### config.mk
export PLATFORM = sky130hd
export DESIGN_NAME = result_uart_tx
export DESIGN_NICKNAME = d
export VERILOG_FILES = /design/src/rtl/result_uart_tx.sv
export SDC_FILE = /design/constraint.sdc
export NUM_CORES = 1
export LEC_CHECK = 0
export ABC_AREA = 1
export BUFFER_PORTS_ARGS = -buffer_cell sky130_fd_sc_hd__clkbuf_2
export CORE_ASPECT_RATIO = 1.75
export CORE_MARGIN = 5
export CORE_UTILIZATION = 45
export CTS_BUF_LIST = sky130_fd_sc_hd__clkbuf_2
export CTS_CLUSTER_SIZE = 10
export DETAILED_ROUTE_END_ITERATION = 6
export HOLD_SLACK_MARGIN = 0.05
export PLACE_DENSITY = 0.7
export SETUP_SLACK_MARGIN = 0.4
export SLEW_MARGIN = 40
export SYNTH_ARGS = -nofsm -noshare
export SYNTH_HDL_FRONTEND = slang
export SYNTH_SLANG_ARGS = --single-unit
### constraint.sdc
create_clock -name clk -period 2.7 [get_ports clk]
set_input_delay 0.135 -clock clk [delete_from_list [all_inputs] [get_ports clk]]
set_output_delay 0.135 -clock clk [all_outputs]
set_load 0.01 [all_outputs]
### src/rtl/result_uart_tx.sv
`default_nettype none
// ============================================================================
// Module   : result_uart_tx
// Brief    : Prints a 32-bit result as decimal ASCII + CR LF over UART 8N1.
// Revision : 1.0 - initial release
// ============================================================================
module result_uart_tx #(
  parameter int CLKS_PER_BIT = 868
) (
  input  logic        clk,
  input  logic        rst_n,
  input  logic [31:0] result,
  input  logic        result_valid,
  output logic        tx,
  output logic        busy,
  output logic        done
);

  localparam int                BAUD_W      = (CLKS_PER_BIT > 1) ? $clog2(CLKS_PER_BIT) : 1;
  localparam logic [BAUD_W-1:0] c_baud_last = BAUD_W'(CLKS_PER_BIT - 1);

  typedef enum logic [2:0] {
    S_IDLE = 3'd0,
    S_CONV = 3'd1,
    S_LOAD = 3'd2,
    S_SEND = 3'd3,
    S_DONE = 3'd4
  } state_t;

  state_t            r_state;
  state_t            w_next;
  logic              r_prev_valid;
  logic [31:0]       r_bin;
  logic [39:0]       r_bcd;
  logic [4:0]        r_step;
  logic [3:0]        r_digit_idx;
  logic [1:0]        r_phase;      // 0: digits, 1: CR, 2: LF
  logic [7:0]        r_byte;
  logic [3:0]        r_bit_cnt;
  logic [BAUD_W-1:0] r_baud;
  logic              r_tx;
  logic              r_busy;
  logic              r_done;

  logic              w_trigger;
  logic              w_frame_end;
  logic [39:0]       w_adj;
  logic [3:0]        w_msd;
  logic [3:0]        w_adv_idx;
  logic [1:0]        w_adv_phase;
  logic [3:0]        w_adv_digit;
  logic [7:0]        w_adv_byte;
  logic [7:0]        w_first_byte;
  logic              w_frame_bit;

  assign w_trigger   = (r_state == S_IDLE) && result_valid && !r_prev_valid;
  assign w_frame_end = (r_state == S_SEND) && (r_baud == c_baud_last) && (r_bit_cnt == 4'd9);

  always_ff @(posedge clk or negedge rst_n) begin
    if (!rst_n) r_state <= S_IDLE;
    else        r_state <= w_next;
  end

  always_comb begin
    w_next = r_state;
    case (r_state)
      S_IDLE:  if (w_trigger) w_next = S_CONV;
      S_CONV:  if (r_step == 5'd31) w_next = S_LOAD;
      S_LOAD:  w_next = S_SEND;
      S_SEND:  if (w_frame_end && (r_phase == 2'd2)) w_next = S_DONE;
      S_DONE:  w_next = S_IDLE;
      default: w_next = S_IDLE;
    endcase
  end

  // Double-dabble add-3 correction and most-significant nonzero digit search
  always_comb begin
    w_adj = r_bcd;
    w_msd = 4'd0;
    for (int i = 0; i < 10; i++) begin
      if (r_bcd[4*i +: 4] >= 4'd5) w_adj[4*i +: 4] = r_bcd[4*i +: 4] + 4'd3;
      if (r_bcd[4*i +: 4] != 4'd0) w_msd = 4'(i);
    end
  end

  assign w_first_byte = 8'h30 | {4'h0, 4'(r_bcd >> {w_msd, 2'b00})};

  always_comb begin
    w_adv_idx   = r_digit_idx;
    w_adv_phase = r_phase;
    if (r_phase == 2'd0) begin
      if (r_digit_idx == 4'd0) w_adv_phase = 2'd1;
      else                     w_adv_idx   = r_digit_idx - 4'd1;
    end else if (r_phase == 2'd1) begin
      w_adv_phase = 2'd2;
    end
    w_adv_digit = 4'(r_bcd >> {w_adv_idx, 2'b00});
    case (w_adv_phase)
      2'd0:    w_adv_byte = 8'h30 | {4'h0, w_adv_digit};
      2'd1:    w_adv_byte = 8'h0D;
      default: w_adv_byte = 8'h0A;
    endcase
  end

  always_comb begin
    case (r_bit_cnt)
      4'd0:    w_frame_bit = 1'b0;
      4'd9:    w_frame_bit = 1'b1;
      default: w_frame_bit = r_byte[3'(r_bit_cnt - 4'd1)];
    endcase
  end

  // tx/busy/done are registered, so they lag the state by one edge
  always_ff @(posedge clk or negedge rst_n) begin
    if (!rst_n) begin
      r_prev_valid <= 1'b0;
      r_bin        <= '0;
      r_bcd        <= '0;
      r_step       <= '0;
      r_digit_idx  <= '0;
      r_phase      <= '0;
      r_byte       <= '0;
      r_bit_cnt    <= '0;
      r_baud       <= '0;
      r_tx         <= 1'b1;
      r_busy       <= 1'b0;
      r_done       <= 1'b0;
    end else begin
      r_prev_valid <= result_valid;
      r_done       <= 1'b0;
      case (r_state)
        S_IDLE: begin
          r_tx <= 1'b1;
          if (w_trigger) begin
            r_bin  <= result;
            r_bcd  <= '0;
            r_step <= '0;
            r_busy <= 1'b1;
          end
        end
        S_CONV: begin
          r_bcd  <= {w_adj[38:0], r_bin[31]};
          r_bin  <= {r_bin[30:0], 1'b0};
          r_step <= r_step + 5'd1;
        end
        S_LOAD: begin
          r_digit_idx <= w_msd;
          r_phase     <= 2'd0;
          r_byte      <= w_first_byte;
          r_bit_cnt   <= 4'd0;
          r_baud      <= '0;
        end
        S_SEND: begin
          r_tx <= w_frame_bit;
          if (r_baud == c_baud_last) begin
            r_baud <= '0;
            if (r_bit_cnt == 4'd9) begin
              // Next byte is loaded here so frames run back-to-back
              r_bit_cnt <= 4'd0;
              if (r_phase != 2'd2) begin
                r_digit_idx <= w_adv_idx;
                r_phase     <= w_adv_phase;
                r_byte      <= w_adv_byte;
              end
            end else begin
              r_bit_cnt <= r_bit_cnt + 4'd1;
            end
          end else begin
            r_baud <= r_baud + 1'b1;
          end
        end
        S_DONE: begin
          r_tx   <= 1'b1;
          r_busy <= 1'b0;
          r_done <= 1'b1;
        end
        default: r_tx <= 1'b1;
      endcase
    end
  end

  assign tx   = r_tx;
  assign busy = r_busy;
  assign done = r_done;

endmodule
`default_nettype wire

# --- Word-level counts from Yosys, hierarchy flattened ---
# Index checks and enable logic that the tools add are counted.
totals:
  in_bits: 35
  elab_cells: 146
  ff_bits: 112
op_classes:
  n_shift: 2
  n_eq_ne: 17
  n_addsub: 15
  muxes: 59
  reduce_logical: 29
  n_lt_le_gt_ge: 11
ops:
  columns: ["op", "count"]
  rows:
  - ["$mux 4", 24]
  - ["$pmux 40 s2", 1]
  - ["$shr 40x6->4", 2]
  - ["$pmux 32 s2", 1]
  - ["$ge 4x3->1 const B", 10]
  - ["$mux 40", 1]
  - ["$add 4x2->4 const B", 9]
  - ["$reduce_bool 4->1", 9]
  - ["$mux 32", 1]
  - ["$mux 8", 3]
  - ["$pmux 10 s2", 1]
  - ["$pmux 4 s2", 2]
  - ["$pmux 8 s2", 1]
  - ["$mux 2", 6]
  - ["$mux 3", 4]
  - ["$pmux 3 s4", 1]
  - ["$pmux 6 s2", 1]
  - ["$add 10x1->10 const B", 1]
  - ["$eq 10x10->1 const B", 1]
  - ["$mux 10", 1]
  - ["$pmux 5 s2", 1]
  - ["$logic_not 4->1", 2]
  - ["$ne 2x1->1 const B", 4]
  - ["$eq 3x2->1 const B", 2]
  - ["other kinds (27)", 44]

# --- Longest topological paths before layout ---
# Gate-level depths: netlist of run 1.
depth:
  word_depth: 12
  depth_mapped: 20

# --- Worst setup path after synthesis of run 1 ---
# OpenSTA, ideal clock, no wires.
synth_timing:
  kind: "register -> register"
  from: "register r_digit_idx[0]"
  to: "register r_byte[2]"
  setup_slack_ns: 0.769
  t_arrival_ns: 1.818
  path_stages_with_launch: 17
  synth_period_minus_slack_ns: 1.931
  required_ns: 2.587
  setup_time_ns: 0.113
  n_path_buf: 1
  path_cell_list: "dfrtp_1 -> inv_1 -> ha_1 -> nand3_2 -> nand2_2 -> nand2_1 -> nand2_2 -> buf_2 -> nand2_1 -> nand3_1 -> nand3_1 -> nand3_1 -> nand2_1 -> a21oi_1 -> nand3_1 -> nand2_1 -> inv_1"
synth_between:
  elab_chain_len: 9
  elab_cells_between_ends: 14
  cone_classes: "add/sub (1); eq/ne (1); shift (1); mux (9); reduce/logical (2)"
synth_lines:
  columns: ["element", "line_no", "rtl"]
  rows:
  - ["start: declaration", "36", "logic [3:0] r_digit_idx;"]
  - ["start signal: assignment", "147", "r_digit_idx <= w_msd;"]
  - ["start signal: assignment", "161", "r_digit_idx <= w_adv_idx;"]
  - ["$sub 4x1->4 or $logic_not 4->1 (tied branches)", "93, 92", null]
  - ["$mux 4 or $mux 2 (tied branches)", "92", "if (r_digit_idx == 4'd0) w_adv_phase = 2'd1;"]
  - ["$mux 4 or $mux 2 (tied branches)", "91", "if (r_phase == 2'd0) begin"]
  - ["$shr 40x6->4 (tied with other cells)", "97", "w_adv_digit = 4'(r_bcd >> {w_adv_idx, 2'b00});"]
  - ["$pmux 6 s2 *", "98", "case (w_adv_phase)"]
  - ["$mux 8 *", "160", "if (r_phase != 2'd2) begin"]
  - ["$mux 8 *", "157", "if (r_bit_cnt == 4'd9) begin"]
  - ["$mux 8 *", "155", "if (r_baud == c_baud_last) begin"]
  - ["$pmux 8 s2 *", "131", "case (r_state)"]
  - ["end signal: assignment", "149", "r_byte <= w_first_byte;"]
  - ["end signal: assignment", "163", "r_byte <= w_adv_byte;"]
  - ["end: declaration", "38", "logic [7:0] r_byte;"]
# Mark *: on every way between the ends. The rest lies on a longest branch, timed or not. The select of a mux whose other input is x is not followed.
# A chain may end at the register's enable or synchronous reset.

# --- Worst setup path in the final report of run 1 ---
layout_timing:
  from: "register r_digit_idx[0]"
  to: "register r_byte[3]"
# The elaborated chain is that of the path after synthesis.

==> results of run 1 <==
==> critical path, stage by stage, from the launching register on <==
cell	delay, ns
dfrtp_2	0.53
inv_2	0.12
ha_2	0.21
nand3_2	0.13
nand2_4	0.13
nand2_1	0.10
o21ai_4	0.11
buf_6	0.16
o21ai_1	0.07
o22ai_1	0.19
nand2_1	0.08
nand3_1	0.09
a21oi_1	0.07
nand2_1	0.07
nand2_1	0.05
==> repair_timing <==
action	CTS	global route
endpoints found under the setup margin	5	9
hold endpoints to repair	144	0
hold buffers	36	0
pin swaps	1	8
setup buffers	2	24
resized for setup	5	50
cloned	0	4
==> stage by stage <==
stage          instance area [µm²]  total power, mW  utilization  hold slack [ns]  setup WS, ns
2_1_floorplan                 6710             6.96            -           -0.161         0.769
3_3_place_gp                  7110             8.34        0.482            0.119         0.183
3_5_place_dp                  7110             8.38        0.482            0.121         0.212
4_1_cts                       7650             9.33        0.518           0.0662         0.374
5_1_grt                       8010             11.0        0.543           0.0606         0.366
6_report                      8010             10.1        0.543           0.0816         0.475
==> worst max path at each step <==
stage | depth (start not counted) | endpoint | slack, ns
floorplan | 16 | r_byte[2] | 0.77
global placement | 19 | r_byte[3] | 0.18
detailed placement | 19 | r_byte[3] | 0.21
CTS | 13 | r_byte[3] | 0.37
global route | 18 | r_byte[3] | 0.37
finish | 14 | r_byte[3] | 0.48
==> sequential cells by signal (all words and copies together), names as in the netlist <==
signal / cells
r_state: 3
r_step: 5
r_phase: 2
tx: 1
busy: 1
r_bit_cnt: 4
r_byte: 5
done: 1
r_digit_idx: 4
r_bin: 32
r_baud: 10
r_bcd: 40
r_prev_valid: 1
==> final cells by class <==
cell class | count | share of cell area
antenna | 1 | 0.000312
clock buffer | 9 | 0.00562
clock inverter | 7 | 0.0108
inverter | 142 | 0.0668
multi-input combinational | 577 | 0.434
sequential | 109 | 0.341
tap | 183 | 0.0286
timing repair buffer | 115 | 0.113
==> power breakdown <==
part	internal [mW]	switching (mW)	leakage, nW	total [mW]
sequential	2.27	0.452	1.31	2.72
clock	0.168	0.665	0.0773	0.833
combinational	2.28	4.26	2.42	6.54
==> cell usage in the layout, fill, tap and decap left out, types with 3 or more instances in the layout <==
cell           synthesis  final
a221oi_1              31     31
a31oi_1                5      5
dfrtp_1              108    103
inv_1                117    103
ha_2                   0      3
ha_1                  32     29
nor3_1                37     36
xnor2_1                3      3
buf_12                 0      3
buf_4                  3     40
xor2_1                15     15
nand3_1               82     79
a21oi_1               29     27
o22ai_1               25     25
o32ai_1                7      7
dfrtp_2                0      5
inv_2                 25     38
nor2_4                 3      4
nand2_1              132    127
nand2_2                8      8
nand2_4                0      8
dlygate4sd3_1          0     35
or2_2                  4      4
o211ai_1              10     10
o21ai_1               18     17
clkbuf_2               0     45
o21ai_0               62     62
nor2_1                44     38
nor2_2                 1      6
==> cells by family after synthesis <==
group,after synthesis
AOI/OAI and AO/OA,201
xor gates and xnor gates,18
adders and majority gates,32
buffers and inverters,175
DFF,109
and+or+nand+nor,322
==> layer usage <==
metal / vias up / routed length (µm)
met3: 60 / 713
met2: 196 / 9790
met1: 3025 / 7050
met4: 0 / 647
met5: - / 0
li1: 3109 / -
==> impl_metrics.py, run 1 <==
metrics = {
    "cells_and_area": {
        "seq_area_um2": 2740,
        "final_cells": 1143,
        "fillers": 1443,
        "area_delta_synth_final_pct": 19.5,
        "drive_above_1_share": 0.196,
        "layout.nets": 1021,
        "multi_input_area_um2": 3480,
    },
    "logic_synthesis": {
        "netlist.area_leader.share": 0.403,
        "post-synth-top-count-cell": "nand2_1",
        "yosys_warnings": 0,
        "synth_nets": 924,
        "synthMuxAreaShare": 0,
        "synth-simple-area-share": 0.218,
        "synth.distinct_cells": 44,
        "synth-async-reset-ratio": 1.00,
        "avgSynthCellArea_um2": 7.83,
        "synth_compound_area_frac": 0.189,
        "yosys-top-cells-count": "132 x nand2_1, 117 x inv_1, 108 x dfrtp_1",
        "synth_area_um2": 6710,
        "yosysSeqAreaShare": 0.407,
        "synth_area_leaders": "dfrtp_1 40%, nand2_1 7.4%, inv_1 6.5%, nand3_1 6.1%, ha_1 6.0%",
        "synth_edf_count": 0,
        "yosysTopAreaCell": "dfrtp_1",
        "ys_ff_latch": 109,
        "synth_adder_area_share": 0.0597,
        "synth_top_family_by_area": "simple AND/OR/NAND/NOR gates",
        "synth-main-ff-cell": "dfrtp_1",
        "netlist_instances": 857,
        "synth-xor-area-share": 0.0235,
    },
    "sta": {
        "finalSetupTns_ns": 0,
        "rsz0062_at_grt": "true",
        "fin_crit_ns": 2.22,
        "period_share": 0.824,
        "hold_viol": 0,
        "slew_headroom": 0.580,
        "clock.fmax_mhz": 450,
        "report.final.setup_viol": 0,
        "tightest_slew_ns": 0.630,
        "fin_skew_ns": 0.0627,
        "slew_viol_final": 0,
    },
    "clocking": {
        "htreeDepth": 3,
        "cts_num_sinks": 109,
        "clockBufferDepth": 2,
        "clk_latency_ns": 0.68,
        "clkTransAtPathRegs_ns": 0.35,
        "clock-root-buffer": "clkbuf_2",
        "cts_tree": "built",
        "cts_inserted_buffers": 9,
    },
    "route": {
        "wl_per_cell_um": 15.9,
        "first_iter_violations": 457,
        "vias": 6390,
        "drtAntennaViolNets": 0,
        "viasPerCell": 5.59,
        "wl_um": 18200,
        "drc": 0,
        "dr.pass1.iters": 7,
    },
    "run": {
        "cap_violations": 0,
    },
    "global_routing": {
        "grt_max_degree": 61,
        "grt_pass1_wl_um": 29600,
        "grt_overflow_total": 0,
        "grt_usage": 0.210,
        "antenna_found_initial": 1,
        "use_met2": 0.379,
        "grt-busiest-layer": "met2",
        "grt_pass1_vias": 6264,
        "use_met1": 0.248,
        "met3_usage": 0.0308,
    },
    "die": {
        "core_region_area_um2": 14800,
        "fp.dieArea_um2": 17500,
        "ios": 38,
        "dieWidth_um": 102,
        "fp.dieH_um": 171,
        "initial_utilization": 0.454,
        "row_count": 59,
    },
    "worst_setup_path": {
        "crit_type": "flip-flop to flip-flop",
        "timing.rr.end": "r_byte[3]",
        "critPathLaunch": "r_digit_idx[0]",
        "worst_r2r_path_depth": 14,
        "worstPathMaxFanout": 6,
        "ff2ff_setup_slack_ns": 0.48,
        "required_ns": 3.26,
        "critPathCaptureType": "flip-flop",
        "arrival_ns": 2.79,
        "start_kind": "flip-flop",
        "rr_startpoint": "r_digit_idx[0]",
    },
    "outcome": {
        "outcome": "finished clean",
    },
    "hold_path": {
        "hold_depth": 2,
        "holdCritPathClass": "input port to flip-flop",
        "min_to": "r_prev_valid",
        "hp-start": "result_valid",
    },
    "place": {
        "hpwl_um": 12500,
        "io_buffers": 37,
        "place_congestion": 0.971,
        "place_inst": 1060,
    },
    "pwr": {
        "ir_drop_mv": 0.635,
        "powerDensity_nw_per_um2": 1260,
        "p_leak_nw": 3.80,
    },
}
Note: power is estimated with default switching activity, not from simulation.
==> run 2, diff against run 1 <==
Settings changed: PLACE_DENSITY 0.7 to 0.72.
Clock period 2.7 ns to 2 ns, I/O delays scaled along.
==> impl_metrics.py, run 2 (synthesis gave the netlist of run 1 again) <==
metrics = {
    "global_routing": {
        "grt_pass1_vias": 8179,
        "grt_overflow_total": 0,
        "grt_usage": 0.304,
        "antenna_found_initial": 2,
        "grt_max_degree": 45,
        "grt_pass1_wl_um": 41200,
    },
    "cells_and_area": {
        "layout_common_cells": "119 x buf_4, 109 x nand2_1, 107 x dfrtp_1",
        "area_delta_synth_final_pct": 65.9,
        "multi_input_area_um2": 4920,
        "fillers": 831,
        "final_common_cell": "buf_4",
        "seq_area_um2": 2730,
        "regMostFlops": "r_bcd",
        "drive_above_1_share": 0.468,
        "largest_reg_flops": 40,
        "layout.nets": 1170,
        "reg.largest.list": "r_bcd x40, r_bin x32, r_baud x10",
    },
    "route": {
        "first_iter_violations": 1079,
        "drc": 123,
        "wl_um": 32600,
        "viasPerCell": 6.65,
        "vias": 8589,
        "wl_per_cell_um": 25.2,
        "drtAntennaViolNets": 0,
        "dr.pass1.iters": 7,
    },
    "sta": {
        "hold_viol": 0,
        "fin_skew_ns": 0.0984,
        "report.final.setup_viol": 7,
        "clock.fmax_mhz": 415,
        "fin_crit_ns": 2.41,
        "rsz0062_at_grt": "true",
        "postLayoutSetupSlackWorst_ns": -0.410,
        "slew_headroom": 0.638,
        "slew_viol_final": 0,
        "period_share": 1.20,
        "tightest_slew_ns": 0.541,
    },
    "die": {
        "core_region_area_um2": 14800,
        "fp.dieH_um": 171,
        "fp.dieArea_um2": 17500,
        "initial_utilization": 0.454,
        "row_count": 59,
        "dieWidth_um": 102,
        "ios": 38,
    },
    "hold_path": {
        "holdCritPathClass": "input port to flip-flop",
        "hp-start": "result[0]",
    },
    "worst_setup_path": {
        "required_ns": 2.63,
        "start_kind": "flip-flop",
        "critPathLaunch": "r_phase[0]",
        "rr_startpoint": "r_phase[0]",
        "crit_type": "flip-flop to flip-flop",
        "critPathCaptureType": "flip-flop",
        "worstPathMaxFanout": 6,
        "arrival_ns": 3.04,
    },
    "run": {
        "cap_violations": 0,
    },
    "place": {
        "hpwl_um": 13400,
        "io_buffers": 37,
        "dp_slack_ns": -0.205,
        "place_congestion": 0.946,
    },
    "outcome": {
        "outcome": "finished, violations left",
        "failed_checks": "DRC, setup timing",
    },
    "clocking": {
        "cts_inserted_buffers": 9,
        "clock-root-buffer": "clkbuf_2",
        "clockBufferDepth": 2,
        "cts_tree": "built",
        "clk_latency_ns": 0.73,
        "cts_num_sinks": 109,
        "clkTransAtPathRegs_ns": 0.35,
        "htreeDepth": 3,
    },
}
==> run 2: cell count changes in the layout (fill, tap and decap cells not counted), sizes merged <==
cell / delta
buf: +143
inv: -3
clkbuf: +2
clkinv: +2
dlygate4sd3: +2
nand2: +2
clkinvlp: +1
==> run 2: final cells by class <==
class                      count  area share
tap                          183      0.0206
inverter                     142      0.0519
clock buffer                   9     0.00405
multi-input combinational    579       0.443
antenna                        1    0.000225
sequential                   109       0.245
timing repair buffer         262       0.229
clock inverter                 7     0.00675
==> run 2: metrics by stage <==
stage	cell area (µm²)	TNS, ns	hold WS [ns]	util	cells
after floorplan	6930	0	-0.196	-	857
after global placement	7960	-0.359	-0.00503	0.539	1145
after detailed placement	7960	-0.513	-0.000613	0.539	1145
after CTS	9910	0	0.0532	0.671	1253
after global routing	11100	-2.43	0.192	0.753	1292
final	11100	-1.37	0.203	0.753	1292
==> run 2: final timing paths <==
| check | slack [ns] | endpoint | cells after the start |
|---|---|---|---|
| max | -0.41 | r_byte[3] | 11 |
| min | 0.20 | r_bin[0] | 4 |
| max reg2reg | -0.41 | r_byte[3] | 11 |
| min reg2reg | 0.53 | r_byte[3] | 2 |
| max in group asynchronous | 0.94 | r_bcd[12] | 4 |
| min in group asynchronous | 0.43 | r_baud[5] | 4 |
==> run 2: critical path, cell delays in order (launching register included) <==
cell and delay (ns):
dfrtp_1 0.51, nor2_4 0.29, nand2_8 0.12, nand2_4 0.14
nand2_2 0.17, o21ai_0 0.33, o22ai_1 0.17, nand2_1 0.22
nand3_1 0.15, a21oi_1 0.16, nand2_1 0.07, nand2_1 0.05
==> run 2: timing repair <==
action,CTS,global route
endpoints found under the setup margin,95,103
hold buffers,36,2
setup buffers,39,32
cloned,17,4
pin swaps,66,39
resized for setup,207,187
endpoints found under the hold margin,143,17
==> run 2: routing by layer <==
metal | part of all wire | global-route usage | routed length (µm) | vias up
li1 | - | - | - | 3431
met1 | 0.30 | 0.315 | 9790 | 4036
met2 | 0.48 | 0.549 | 15500 | 748
met3 | 0.096 | 0.0414 | 3120 | 374
met4 | 0.13 | 0.213 | 4140 | 0
met5 | 0 | 0 | 0 | -
Power of run 2 is left out: the tool's default activity adds up to more than one toggle a clock period on the data nets, which glitch-free logic cannot reach.
==> run 3, diff against run 2 <==
Settings changed: ABC_AREA 1 to default, CORE_MARGIN 5 to default.
==> impl_metrics.py, run 3 <==
metrics = {
    "clocking": {
        "clk_latency_ns": 0.68,
        "htreeDepth": 3,
        "cts_inserted_buffers": 9,
        "cts_num_sinks": 109,
        "clock-root-buffer": "clkbuf_2",
        "clkTransAtPathRegs_ns": 0.40,
        "cts_tree": "built",
        "clockBufferDepth": 2,
    },
    "cells_and_area": {
        "fin_util": 0.696,
        "final_common_cell": "buf_4",
        "layout.nets": 1107,
        "largest_reg_flops": 40,
        "layout_common_cells": "168 x buf_4, 105 x dfrtp_1, 98 x nand2_1",
        "area_delta_synth_final_pct": 51.2,
        "regMostFlops": "r_bcd",
        "drive_above_1_share": 0.422,
        "reg.largest.list": "r_bcd x40, r_bin x32, r_baud x10",
        "final_area_um2": 10700,
    },
    "global_routing": {
        "grt_pass1_vias": 7550,
        "grt_usage": 0.291,
        "grt_pass1_wl_um": 37300,
        "grt_overflow_total": 0,
        "antenna_found_initial": 1,
        "grt_max_degree": 53,
    },
    "logic_synthesis": {
        "avgSynthCellArea_um2": 8.83,
        "netlist.area_leader.share": 0.383,
        "yosys_warnings": 0,
        "yosysTopAreaCell": "dfrtp_1",
        "synth-main-ff-cell": "dfrtp_1",
        "synth_nets": 866,
        "yosys-top-cells-count": "108 x dfrtp_1, 106 x nand2_1, 70 x o21ai_0",
        "post-synth-top-count-cell": "dfrtp_1",
        "synth.distinct_cells": 65,
        "yosysSeqAreaShare": 0.387,
        "synth_area_leaders": "dfrtp_1 38%, mux2i_1 7.4%, ha_1 5.7%, nand2_1 5.6%, o21ai_0 5.0%",
        "synth_area_um2": 7050,
        "ys_ff_latch": 109,
        "synth-async-reset-ratio": 1.00,
        "netlist_instances": 799,
        "synth_edf_count": 0,
    },
    "sta": {
        "hold_viol": 0,
        "slew_headroom": 0.596,
        "finalSetupTns_ns": -1.61,
        "postLayoutSetupSlackWorst_ns": -0.343,
        "tightest_slew_ns": 0.604,
        "slew_viol_final": 0,
        "rsz0062_at_grt": "true",
        "report.final.setup_viol": 8,
        "fin_skew_ns": 0.0536,
        "hold_slack_ns": 0.0975,
        "clock.fmax_mhz": 427,
        "fin_crit_ns": 2.34,
        "period_share": 1.17,
    },
    "place": {
        "io_buffers": 37,
        "hpwl_um": 14600,
        "placed_cell_area_um2": 8630,
        "dp_slack_ns": -0.320,
        "place_congestion": 0.956,
    },
    "route": {
        "wl_per_cell_um": 20.8,
        "first_iter_violations": 487,
        "drtAntennaViolNets": 0,
        "dr.pass1.iters": 5,
        "drc": 0,
        "viasPerCell": 6.06,
        "vias": 7462,
        "wl_um": 25700,
    },
    "pwr": {
        "seq_power_share": 0.630,
        "internal_power_mw": 2.52,
        "ir_drop_mv": 0.366,
        "pwr-share-clk": 0.325,
        "power_frac_comb": 0.046,
        "p_sw_frac": 0.285,
        "switchingPower_mw": 1.01,
        "p_leak_nw": 4.39,
        "powerDensity_nw_per_um2": 331,
    },
    "hold_path": {
        "hold_depth": 2,
        "min_to": "r_prev_valid",
        "hp-start": "result_valid",
        "holdCritPathClass": "input port to flip-flop",
    },
    "die": {
        "row_count": 60,
        "dieWidth_um": 96.6,
        "fp.dieArea_um2": 16200,
        "ios": 38,
        "fp.dieH_um": 168,
        "initial_utilization": 0.461,
        "core_region_area_um2": 15300,
    },
    "worst_setup_path": {
        "arrival_ns": 3.00,
        "start_kind": "flip-flop",
        "crit_type": "flip-flop to flip-flop",
        "timing.rr.end": "r_byte[1]",
        "critPathCaptureType": "flip-flop",
        "worst_r2r_path_depth": 9,
        "required_ns": 2.66,
        "worstPathMaxFanout": 6,
        "rr_startpoint": "r_digit_idx[0]",
        "critPathLaunch": "r_digit_idx[0]",
        "ff2ff_setup_slack_ns": -0.34,
    },
    "outcome": {
        "outcome": "finished, violations left",
        "failed_checks": "setup timing",
    },
    "run": {
        "cap_violations": 0,
    },
}
-- run 3: per-stage QoR --
| stage | instances | power (mW) |
|---|---|---|
| after global placement | 1127 | 2.34 |
| after global routing | 1232 | 3.64 |
| after detailed placement | 1127 | 2.35 |
| final | 1232 | 3.53 |
| after CTS | 1213 | 3.51 |
| after floorplan | 799 | 2.26 |
-- run 3: kinds of logic (layout without fill, tap and decap cells) --
group	after synthesis	after routing	synth area share
flops	109	109	0.387
other cells	0	1	0
buf+inv	91	334	0.0534
compound gates	240	241	0.224
simple gates	249	251	0.170
fa+ha+maj	32	32	0.0568
mux	57	57	0.0834
xor+xnor	21	21	0.0261
-- run 3: repair_timing --
item | in CTS | in global routing
hold endpoints to repair | 144 | 0
endpoints found under the setup margin | 101 | 105
setup buffers | 23 | 16
cloned | 11 | 2
pin swaps | 37 | 53
hold buffers | 36 | 0
gates resized for setup | 140 | 116
-- run 3: worst max-delay path by stage --
stage | end | cells after the start
final | r_byte[1] | 9
after global routing | r_byte[0] | 10
after CTS | r_byte[2] | 10
after detailed placement | r_byte[3] | 9
after global placement | r_byte[3] | 9
after floorplan | r_byte[3] | 9
-- run 3: metal layers --
metal / routed length [µm] / part of all wire / track usage
met2: 13100 / 0.51 / 0.521
met4: 2220 / 0.086 / 0.233
met3: 1390 / 0.054 / 0.0518
met5: 0 / 0 / 0
met1: 8970 / 0.35 / 0.292
-- run 3: cell type report --
| type | instances | area (µm²) |
|---|---|---|
| diodes | 1 | 2.50 |
| well taps | 186 | 233 |
| clock inverters | 7 | 78.8 |
| repair buffers | 282 | 2510 |
| flip-flops and latches | 109 | 2730 |
| clock buffers | 9 | 45.0 |
| fillers | 1053 | 4650 |
| multi-input cells | 602 | 4920 |
| inverters | 36 | 140 |
-- run 3: power by group through the flow --
stage	clock, mW	sequential (mW)	combinational [mW]
finish	1.14	2.22	0.162
global route	1.24	2.22	0.177
CTS	1.13	2.22	0.158
detailed placement	0	2.25	0.0961
global placement	0	2.25	0.0950
floorplan	0	2.25	0.00422
-- run 3: critical path, stage by stage, from the launching register on --
cell and delay [ns]:
dfrtp_1 0.49, inv_2 0.08, ha_4 0.13, nor3b_4 0.25
o211ai_4 0.16, buf_6 0.16, o211ai_1 0.50, o211ai_1 0.21
a211oi_2 0.22, a2bb2oi_1 0.16
